**src/rtl/branch_predictor_pkg.sv**
```systemverilog
// Shared definitions for the dynamic branch predictor: counter encodings,
// default sequential PC step and index-width helper.
package branch_predictor_pkg;

    // 2-bit saturating counter states; MSB set means predict taken.
    typedef enum logic [1:0] {
        CtrSnt = 2'b00,
        CtrWnt = 2'b01,
        CtrWt  = 2'b10,
        CtrSt  = 2'b11
    } ctr_e;

    // Core uses word addressing, so the next sequential PC is PC + 1.
    localparam int unsigned PC_STEP_DEFAULT = 1;

    // Number of index bits for a direct-mapped table of the given size.
    function automatic int unsigned calc_idx_bits(input int unsigned entries);
        int unsigned bits;
        bits = 0;
        while ((32'd1 << bits) < entries) begin
            bits = bits + 1;
        end
        return bits;
    endfunction

endpackage

```
**src/rtl/sat_counter2.sv**
```systemverilog
// Combinational next-state function of a 2-bit saturating direction counter.
module sat_counter2
    import branch_predictor_pkg::*;
(
    input  logic [1:0] ctr_i,
    input  logic       taken_i,
    input  logic       force_st_i,
    output logic [1:0] ctr_o
);

    // Jumps pin the counter to strongly-taken; branches step toward the outcome.
    always_comb begin
        ctr_o = ctr_i;
        if (force_st_i) begin
            ctr_o = CtrSt;
        end else if (taken_i) begin
            if (ctr_i != CtrSt) begin
                ctr_o = ctr_i + 2'd1;
            end
        end else begin
            if (ctr_i != CtrSnt) begin
                ctr_o = ctr_i - 2'd1;
            end
        end
    end

endmodule

```
**src/rtl/branch_predictor.sv**
```systemverilog
// Direct-mapped BTB with 2-bit counters: combinational IF lookup, EX-side
// training, misprediction/redirect generation and saturating perf counters.
module branch_predictor
    import branch_predictor_pkg::*;
#(
    parameter int unsigned XLEN    = 32,
    parameter int unsigned ENTRIES = 16,
    parameter int unsigned PC_STEP = PC_STEP_DEFAULT,
    parameter int unsigned CNT_W   = 16
) (
    input  logic             clk,
    input  logic             rst,
    input  logic             enable,
    input  logic [XLEN-1:0]  PC_IF,
    output logic             predTaken_IF,
    output logic [XLEN-1:0]  predTarget_IF,
    input  logic             update_EX,
    input  logic [XLEN-1:0]  updatePC_EX,
    input  logic             updateIsJump_EX,
    input  logic             updateTaken_EX,
    input  logic [XLEN-1:0]  updateTarget_EX,
    input  logic             predTaken_EX,
    input  logic [XLEN-1:0]  predTarget_EX,
    output logic             mispredict_EX,
    output logic [XLEN-1:0]  redirectPC_EX,
    output logic [CNT_W-1:0] perfBranches,
    output logic [CNT_W-1:0] perfMispredicts
);

    localparam int unsigned IDX_BITS = calc_idx_bits(ENTRIES);
    localparam int unsigned TAG_BITS = XLEN - IDX_BITS;

    logic                valid_q  [ENTRIES];
    logic [TAG_BITS-1:0] tag_q    [ENTRIES];
    logic [XLEN-1:0]     target_q [ENTRIES];
    logic [1:0]          ctr_q    [ENTRIES];

    logic [CNT_W-1:0] branches_q, branches_d;
    logic [CNT_W-1:0] mispredicts_q, mispredicts_d;

    logic [IDX_BITS-1:0] idx_if, idx_ex;
    logic [TAG_BITS-1:0] tag_if, tag_ex;
    logic                hit_if, hit_ex;
    logic                upd_en;
    logic                entry_we, target_we;
    logic [1:0]          ctr_cur, ctr_nxt;

    assign idx_if = PC_IF[IDX_BITS-1:0];
    assign tag_if = PC_IF[XLEN-1:IDX_BITS];
    assign idx_ex = updatePC_EX[IDX_BITS-1:0];
    assign tag_ex = updatePC_EX[XLEN-1:IDX_BITS];

    // Fetch-side lookup; reads pre-update table contents (no bypass).
    always_comb begin
        hit_if        = valid_q[idx_if] && (tag_q[idx_if] == tag_if);
        predTaken_IF  = enable && rst && hit_if && ctr_q[idx_if][1];
        predTarget_IF = predTaken_IF ? target_q[idx_if] : PC_IF + XLEN'(PC_STEP);
    end

    // Resolution-side decode: hit detection and which fields to write.
    always_comb begin
        upd_en    = update_EX && rst;
        hit_ex    = valid_q[idx_ex] && (tag_q[idx_ex] == tag_ex);
        // A fresh allocation starts from WNT so a taken branch lands on WT.
        ctr_cur   = hit_ex ? ctr_q[idx_ex] : CtrWnt;
        entry_we  = upd_en && (hit_ex || updateTaken_EX);
        target_we = upd_en && (updateTaken_EX || (hit_ex && updateIsJump_EX));
    end

    sat_counter2 u_sat_counter2 (
        .ctr_i      (ctr_cur),
        .taken_i    (updateTaken_EX),
        .force_st_i (updateIsJump_EX),
        .ctr_o      (ctr_nxt)
    );

    // Flush request and the correct next PC for the hazard logic.
    always_comb begin
        mispredict_EX = rst && update_EX &&
                        ((predTaken_EX != updateTaken_EX) ||
                         (updateTaken_EX && (predTarget_EX != updateTarget_EX)));
        redirectPC_EX = updateTaken_EX ? updateTarget_EX
                                       : updatePC_EX + XLEN'(PC_STEP);
    end

    // Saturating performance counter next-state.
    always_comb begin
        branches_d    = branches_q;
        mispredicts_d = mispredicts_q;
        if (update_EX && (branches_q != {CNT_W{1'b1}})) begin
            branches_d = branches_q + 1'b1;
        end
        if (mispredict_EX && (mispredicts_q != {CNT_W{1'b1}})) begin
            mispredicts_d = mispredicts_q + 1'b1;
        end
    end

    // Valid/counter state and perf counters; cleared in one cycle on reset.
    always_ff @(posedge clk) begin
        if (!rst) begin
            for (int i = 0; i < ENTRIES; i++) begin
                valid_q[i] <= 1'b0;
                ctr_q[i]   <= CtrWnt;
            end
            branches_q    <= '0;
            mispredicts_q <= '0;
        end else begin
            if (entry_we) begin
                valid_q[idx_ex] <= 1'b1;
                ctr_q[idx_ex]   <= ctr_nxt;
            end
            branches_q    <= branches_d;
            mispredicts_q <= mispredicts_d;
        end
    end

    // Tags and targets are don't-care after reset, so they carry no reset.
    always_ff @(posedge clk) begin
        if (entry_we) begin
            tag_q[idx_ex] <= tag_ex;
        end
        if (target_we) begin
            target_q[idx_ex] <= updateTarget_EX;
        end
    end

    assign perfBranches    = branches_q;
    assign perfMispredicts = mispredicts_q;

endmodule

```
**config.mk**
```make
export PLATFORM = sky130hd
export DESIGN_NAME = branch_predictor
export DESIGN_NICKNAME = d
export VERILOG_FILES = /design/src/rtl/branch_predictor_pkg.sv /design/src/rtl/sat_counter2.sv /design/src/rtl/branch_predictor.sv
export SDC_FILE = /design/constraint.sdc
export NUM_CORES = 2
export LEC_CHECK = 0
export ABC_AREA = 0
export CAP_MARGIN = 25
export CORE_MARGIN = 1.5
export CORE_UTILIZATION = 45
export DETAILED_ROUTE_END_ITERATION = 8
export REMOVE_ABC_BUFFERS = 1
export SYNTH_ARGS = -nofsm -noshare
export SYNTH_HDL_FRONTEND = slang
export SYNTH_SLANG_ARGS = --single-unit
```
**constraint.sdc**
```tcl
create_clock -name clk -period 10 [get_ports clk]
set_input_delay 1 -clock clk [delete_from_list [all_inputs] [get_ports clk]]
set_output_delay 1 -clock clk [all_outputs]
set_load 0.01 [all_outputs]
```
### Word-level counts from Yosys, hierarchy flattened

Memory sizes are Yosys's and may differ from the RTL's.
Cells that the tools add are included.

* register bits after elaboration: 32
* bits in writable memories: 1008
* bits of input ports: 135
* word-level logic and storage cells: 58
* memories: 4

Memories
* target_q: depth 16, width 32, rd ports 1, clocked after Yosys merged registers in 0, wr ports 1, line branch_predictor.sv:35 `logic [XLEN-1:0] target_q [ENTRIES];`
* tag_q: depth 16, width 28, rd ports 2, clocked after Yosys merged registers in 0, wr ports 1, line branch_predictor.sv:34 `logic [TAG_BITS-1:0] tag_q [ENTRIES];`
* ctr_q: depth 16, width 2, rd ports 2, clocked after Yosys merged registers in 0, wr ports 16, line branch_predictor.sv:36 `logic [1:0] ctr_q [ENTRIES];`
* valid_q: depth 16, width 1, rd ports 2, clocked after Yosys merged registers in 0, wr ports 16, line branch_predictor.sv:33 `logic valid_q [ENTRIES];`

* add/sub/neg operators: 6
* equality and inequality tests: 7
* muxes and demuxes: 20
* reduce and logical (&&, ||, !) cells: 19

Operators with widths (number)
* $add A32 B1 Y32 const B: 2
* $mux W32: 2
* $eq A28 B28 Y1: 2
* $add A16 B1 Y16 const B: 2
* $ne A16 B16 Y1 const B: 2
* $ne A32 B32 Y1: 1
* $logic_and A1 B1 Y1: 13
* $mux W2: 6
* $mux W1: 10
* $mux W4: 2
* $logic_or A1 B1 Y1: 3
* $add A2 B1 Y2 const B: 1
* $ne A2 B2 Y1 const B: 1
* $reduce_bool A2 Y1: 1
* $reduce_or A2 Y1: 1
* $sub A2 B1 Y2 const B: 1
* $ne A1 B1 Y1: 1
* $reduce_or A1 Y1: 1

### Longest topological paths before layout

An unclocked memory read counts as a cell.

* depth after elaboration: 10
* mapped depth: 16
* depth with buffers taken out: 9

### Cells and area by module

From an unflattened synthesis, not the netlist that was laid out.

* cells, all modules: 2603
* area total of the unflattened synthesis: 47234.1 sq um

Modules (own cells, without submodules)
* branch_predictor: instances 1, cells each 2596, area each 47197.8 sq um, seq. area each 30749.5 sq um
* sat_counter2: instances 1, cells each 7, area each 36.3 sq um, seq. area each 0.0 sq um

### Worst setup path after synthesis

No wires, ideal clock.

* kind: input port to flip-flop
* from: in updatePC_EX[0]
* to: mem target_q[1][0], enable pin
* setup time: 421 ps
* arrival: 5311 ps
* required time: 9579 ps
* slack: 4268 ps
* stages: 12
* buffers on the path: 3
* cell sequence: buf_6 buf_8 inv_2 mux2_2 o211a_1 o32a_1 or4_1 or4b_4 o41ai_4 buf_6 nand3_2 nor2_1

* longest elaborated chain between the ends: 8
* elaborated cells on any way between the ends: 9
* classes of those cells: 1 x eq/ne; 2 x mux; 4 x reduce/logical; 2 x memory

RTL lines
* start: declaration: line branch_predictor.sv:18 `input logic [XLEN-1:0] updatePC_EX,`
* $mem_v2 Z16 W28
* $eq A28 B28 Y1: line branch_predictor.sv:63 `hit_ex = valid_q[idx_ex] && (tag_q[idx_ex] == tag_ex);`
* $logic_and A1 B1 Y1: line branch_predictor.sv:63
* $logic_and A1 B1 Y1: line branch_predictor.sv:67 `target_we = upd_en && (updateTaken_EX || (hit_ex && updateIsJump_EX));`
* $logic_or A1 B1 Y1: line branch_predictor.sv:67
* $logic_and A1 B1 Y1: line branch_predictor.sv:67
* $mux W1: line branch_predictor.sv:122 `if (target_we) begin`
* $mux W1 (implied by the code): line branch_predictor.sv:123 `target_q[idx_ex] <= updateTarget_EX;`
* end: declaration: line branch_predictor.sv:35

Several ways; a longest one is shown, not always the timed one.

### Worst setup path after layout

* from: in updatePC_EX[11]
* to: out redirectPC_EX[30]

* longest elaborated chain between the ends: 2

RTL lines
* $add A32 B1 Y32: line branch_predictor.sv:83 `: updatePC_EX + XLEN'(PC_STEP);`
* $mux W32: line branch_predictor.sv:82 `redirectPC_EX = updateTaken_EX ? updateTarget_EX`
* end: declaration: line branch_predictor.sv:25 `output logic [XLEN-1:0] redirectPC_EX,`

Every way passes these cells.

==> impl_metrics.xml <==
<?xml version="1.0" encoding="UTF-8"?>
<metrics>
  <group name="status">
    <metric name="status" unit="">completed</metric>
  </group>
  <group name="setup_path">
    <metric name="cp_top_family" unit="">simple AND/OR/NAND/NOR gates</metric>
    <metric name="worst_ep_arrival_time" unit="ns">5.86</metric>
    <metric name="timing.critical_path.cells" unit="">clkdlybuf4s50_1, inv_1, nor4_1, nand4_1, nor3_1, nand2_1, nor3_1, nand2_1, xor2_1, o21ai_0, clkdlybuf4s50_1</metric>
    <metric name="required" unit="ns">9.00</metric>
    <metric name="timing.critical_path.fanout_max" unit="">22</metric>
    <metric name="critPathMaxStageDelay" unit="ns">0.95</metric>
    <metric name="worst-r2r-cell-count" unit="">11</metric>
    <metric name="worst_path_max_delay_cell" unit="">clkdlybuf4s50_1</metric>
    <metric name="worstSetupEndpointType" unit="">output pin</metric>
    <metric name="setup.worst_path.class" unit="">in -&gt; out</metric>
    <metric name="critPathBufInv" unit="">3</metric>
    <metric name="worst_setup_path_start_kind" unit="">input pin</metric>
    <metric name="cp.depth" unit="">11</metric>
  </group>
  <group name="die">
    <metric name="io_count" unit="">233</metric>
    <metric name="die_y" unit="µm">326.5</metric>
    <metric name="core.rowCount" unit="">118</metric>
    <metric name="start_util" unit="%">45.42</metric>
    <metric name="die_w" unit="µm">326.5</metric>
    <metric name="die-area" unit="µm²">106600</metric>
    <metric name="core_area" unit="µm²">103600</metric>
  </group>
  <group name="sta">
    <metric name="worst_slew_margin_rel" unit="%">25.73</metric>
    <metric name="setup_viol_count_final" unit="">0</metric>
    <metric name="worst_clock_skew" unit="ns">0.03922</metric>
    <metric name="finalHoldWorstSlack" unit="ns">0.4568</metric>
    <metric name="worst_slack" unit="ns">3.143</metric>
    <metric name="hold_viol" unit="">0</metric>
    <metric name="fin_crit_sh" unit="%">68.57</metric>
    <metric name="worst_pin_slew" unit="ns">1.114</metric>
    <metric name="layout_min_cycle_time" unit="ns">6.857</metric>
    <metric name="report.final.slew_viol_count" unit="">0</metric>
    <metric name="rsz0062_at_grt" unit="">false</metric>
    <metric name="max_freq" unit="MHz">145.8</metric>
    <metric name="fin_tns_setup" unit="ns">0</metric>
  </group>
  <group name="clock_network">
    <metric name="cts.repair_timing.setup_buffer_count" unit="">0</metric>
    <metric name="tritoncts" unit="">done</metric>
    <metric name="post_cts.resized_instances" unit="">0</metric>
    <metric name="clock_latency" unit="ns">0.72</metric>
    <metric name="clkSlewWorstSetupHoldPaths" unit="ns">0.06</metric>
    <metric name="clkSinkCount" unit="">1040</metric>
    <metric name="ctsRootBufferMaster" unit="">clkbuf_16</metric>
    <metric name="h-tree-depth" unit="">3</metric>
    <metric name="cts.hold.buffers_added" unit="">0</metric>
    <metric name="numCtsBuffers" unit="">109</metric>
    <metric name="max-clock-path-buffers" unit="">3</metric>
  </group>
  <group name="synth">
    <metric name="yosys_most_used_dff" unit="">edfxtp_1</metric>
    <metric name="postSynth.asyncResetShare" unit="%">0</metric>
    <metric name="synth_top_family_by_area" unit="">multiplexers</metric>
    <metric name="ys.warnings.count" unit="">0</metric>
    <metric name="yosysUniqueCellTypes" unit="">74</metric>
    <metric name="synth_compound_gate_area_share" unit="%">3.046</metric>
    <metric name="postSynthRegisterBits" unit="">1040</metric>
    <metric name="combined_area_of_all_synthesized_cells" unit="µm²">47080</metric>
    <metric name="ys_seq_area_share" unit="%">65.31</metric>
    <metric name="yosys.area_share.xor_xnor" unit="%">2.958</metric>
    <metric name="mean_cell_area_of_the_mapped_netlist" unit="µm²">17.79</metric>
    <metric name="synthSimpleGateAreaFrac" unit="%">4.898</metric>
    <metric name="synth_cells" unit="">2647</metric>
    <metric name="post_synth_fa_ha_maj_area_fraction" unit="%">0.2073</metric>
    <metric name="synth_enable_flop_cells" unit="">992</metric>
    <metric name="synth.area.mux_share" unit="%">21.65</metric>
  </group>
  <group name="global_route">
    <metric name="via_count_of_the_first_global_routing_pass" unit="">27830</metric>
    <metric name="wire_length_of_the_first_global_routing_pass" unit="mm">208.3</metric>
    <metric name="grt_util_all_layers" unit="%">27.52</metric>
    <metric name="grt_max_degree" unit="">100</metric>
    <metric name="globalRoute.totalOverflow" unit="">0</metric>
    <metric name="initial_antenna_violation_count" unit="">6</metric>
  </group>
  <group name="detailed_routing">
    <metric name="wirelength" unit="mm">147.8</metric>
    <metric name="post_drt_via_cell_ratio" unit="">6.375</metric>
    <metric name="antenna_violating_nets_left" unit="">0</metric>
    <metric name="routed_wire_length_per_instance" unit="µm">33.60</metric>
    <metric name="drt_iter0_markers" unit="">3966</metric>
    <metric name="post-route-drc-count" unit="">0</metric>
    <metric name="dr_total_vias" unit="">28050</metric>
    <metric name="drtPass1Iterations" unit="">9</metric>
  </group>
  <group name="power">
    <metric name="fin_total_pwr" unit="mW">9.751</metric>
    <metric name="power.share.switching" unit="%">23.49</metric>
    <metric name="leakage" unit="nW">17.90</metric>
    <metric name="power_frac_comb" unit="%">9.0</metric>
    <metric name="p_clk_share" unit="%">41.7</metric>
    <metric name="total_switching_power" unit="mW">2.290</metric>
    <metric name="power_density" unit="nW/µm²">177.1</metric>
    <metric name="p_int" unit="mW">7.461</metric>
    <metric name="max-vdd-ir-drop" unit="mV">0.1300</metric>
    <metric name="pwr-share-seq" unit="%">49.4</metric>
  </group>
  <group name="min_path">
    <metric name="worst_hold_path_type" unit="">reg -&gt; reg</metric>
    <metric name="hold-path-cell-count" unit="">2</metric>
  </group>
  <group name="place">
    <metric name="detailed_place_hpwl" unit="mm">96.14</metric>
    <metric name="dp_slack" unit="ns">3.170</metric>
    <metric name="port_buffers" unit="">232</metric>
    <metric name="gp_congestion" unit="">0.9357</metric>
  </group>
  <group name="layout">
    <metric name="layout_commonest_cell" unit="">edfxtp_1</metric>
    <metric name="syn2layout_area_growth" unit="%">16.94</metric>
    <metric name="post_route_cells_drive_above_1_share" unit="%">23.82</metric>
    <metric name="post-route-util" unit="%">53.12</metric>
    <metric name="n_fill_cell" unit="">8161</metric>
    <metric name="layout.nets" unit="">3067</metric>
    <metric name="most-common-layout-cells" unit="">edfxtp_1, mux4_2, clkdlybuf4s50_1, nand2_1, mux2i_1</metric>
  </group>
  <group name="job">
    <metric name="max_cap_violations" unit="">0</metric>
  </group>
</metrics>
worst min-delay path, delay by kind of cell (launching register included):
| kind | cells | cell delay [ns] |
|---|---|---|
| DFF | 1 | 0.32 |
| and+or+nand+nor | 2 | 0.10 |
routing by layer:
| layer | vias to the layer above | part of all wire [%] | wire (µm) | global-route usage, % |
|---|---|---|---|---|
| met2 | 1625 | 46 | 68370 | 42.18 |
| met1 | 14790 | 41 | 60360 | 39.44 |
| met4 | 4 | 2.6 | 3786 | 7.870 |
| met5 | - | 0.014 | 21 | 0 |
| met3 | 237 | 10 | 15300 | 6.570 |
| li1 | 11400 | - | - | - |
synth_stat cells, types with 8 or more instances:
cell | count | share of area, %
dfxtp_1 | 48 | 2.0
mux4_2 | 364 | 17
nand2_1 | 157 | 1.3
edfxtp_1 | 992 | 63
nand3_1 | 62 | 0.66
nor4_1 | 11 | 0.15
a221oi_1 | 9 | 0.17
inv_1 | 45 | 0.36
a22oi_1 | 39 | 0.62
nand2b_1 | 17 | 0.23
nand4_1 | 38 | 0.50
nor3_1 | 37 | 0.39
mux2_2 | 43 | 1.0
mux2i_1 | 151 | 3.2
xnor2_1 | 113 | 2.1
and3_1 | 18 | 0.24
a22o_1 | 13 | 0.24
o21ai_0 | 56 | 0.60
clkbuf_1 | 91 | 0.73
xor2_1 | 46 | 0.86
a21oi_1 | 25 | 0.27
buf_1 | 24 | 0.19
buf_2 | 32 | 0.34
o211ai_1 | 8 | 0.13
o22ai_1 | 10 | 0.13
nor2_1 | 71 | 0.57
or3_1 | 13 | 0.17
path summary, 6_finish.rpt:
check	from	end	slack [ns]
max	updatePC_EX[11]	redirectPC_EX[30]	3.14
min	valid_q[15]	valid_q[15]	0.46
max reg2reg	tag_q[15][22]	target_q[2][3]	5.05
min reg2reg	valid_q[15]	valid_q[15]	0.46
registers in the layout, indices dropped and copies added, names as in the netlist:
| name | count |
|---|---|
| tag_q | 448 |
| perfMispredicts | 16 |
| perfBranches | 16 |
| valid_q | 16 |
| target_q | 512 |
| ctr_q | 32 |
metrics by stage:
stage | cell area (µm²) | std cells
5_1_grt | 55050 | 4399
2_1_floorplan | 46350 | 2486
4_1_cts | 55030 | 4397
6_report | 55050 | 4400
3_5_place_dp | 51420 | 4192
3_3_place_gp | 51230 | 4184
cell families after synthesis:
logic type | after synthesis
buf+inv | 209
flops | 1040
mux | 558
fa+ha+maj | 8
xor+xnor | 159
compound gates | 208
simple gates | 465
power by group through the flow:
stage	clock [mW]	sequential [mW]	combinational, mW
after global routing	4.28	4.82	0.909
after floorplan	0	4.90	0.357
after global placement	0	4.91	0.851
final	4.06	4.82	0.873
after detailed placement	0	4.91	0.865
after CTS	4.11	4.82	0.868
area by class of cell:
| type | count | area, µm² | share of cell area (%) |
|---|---|---|---|
| Clock buffer | 128 | 2839 | 5.157 |
| Inverter | 48 | 180.2 | 0.3273 |
| Sequential cell | 1040 | 30750 | 55.85 |
| Clock inverter | 77 | 770.7 | 1.400 |
| Timing Repair Buffer | 328 | 3216 | 5.841 |
| Tap cell | 1380 | 1727 | 3.136 |
| Antenna cell | 1 | 2.502 | 0.004545 |
| Multi-Input combinational cell | 1398 | 15570 | 28.28 |
No activity file was read; power rests on OpenSTA's default activity.
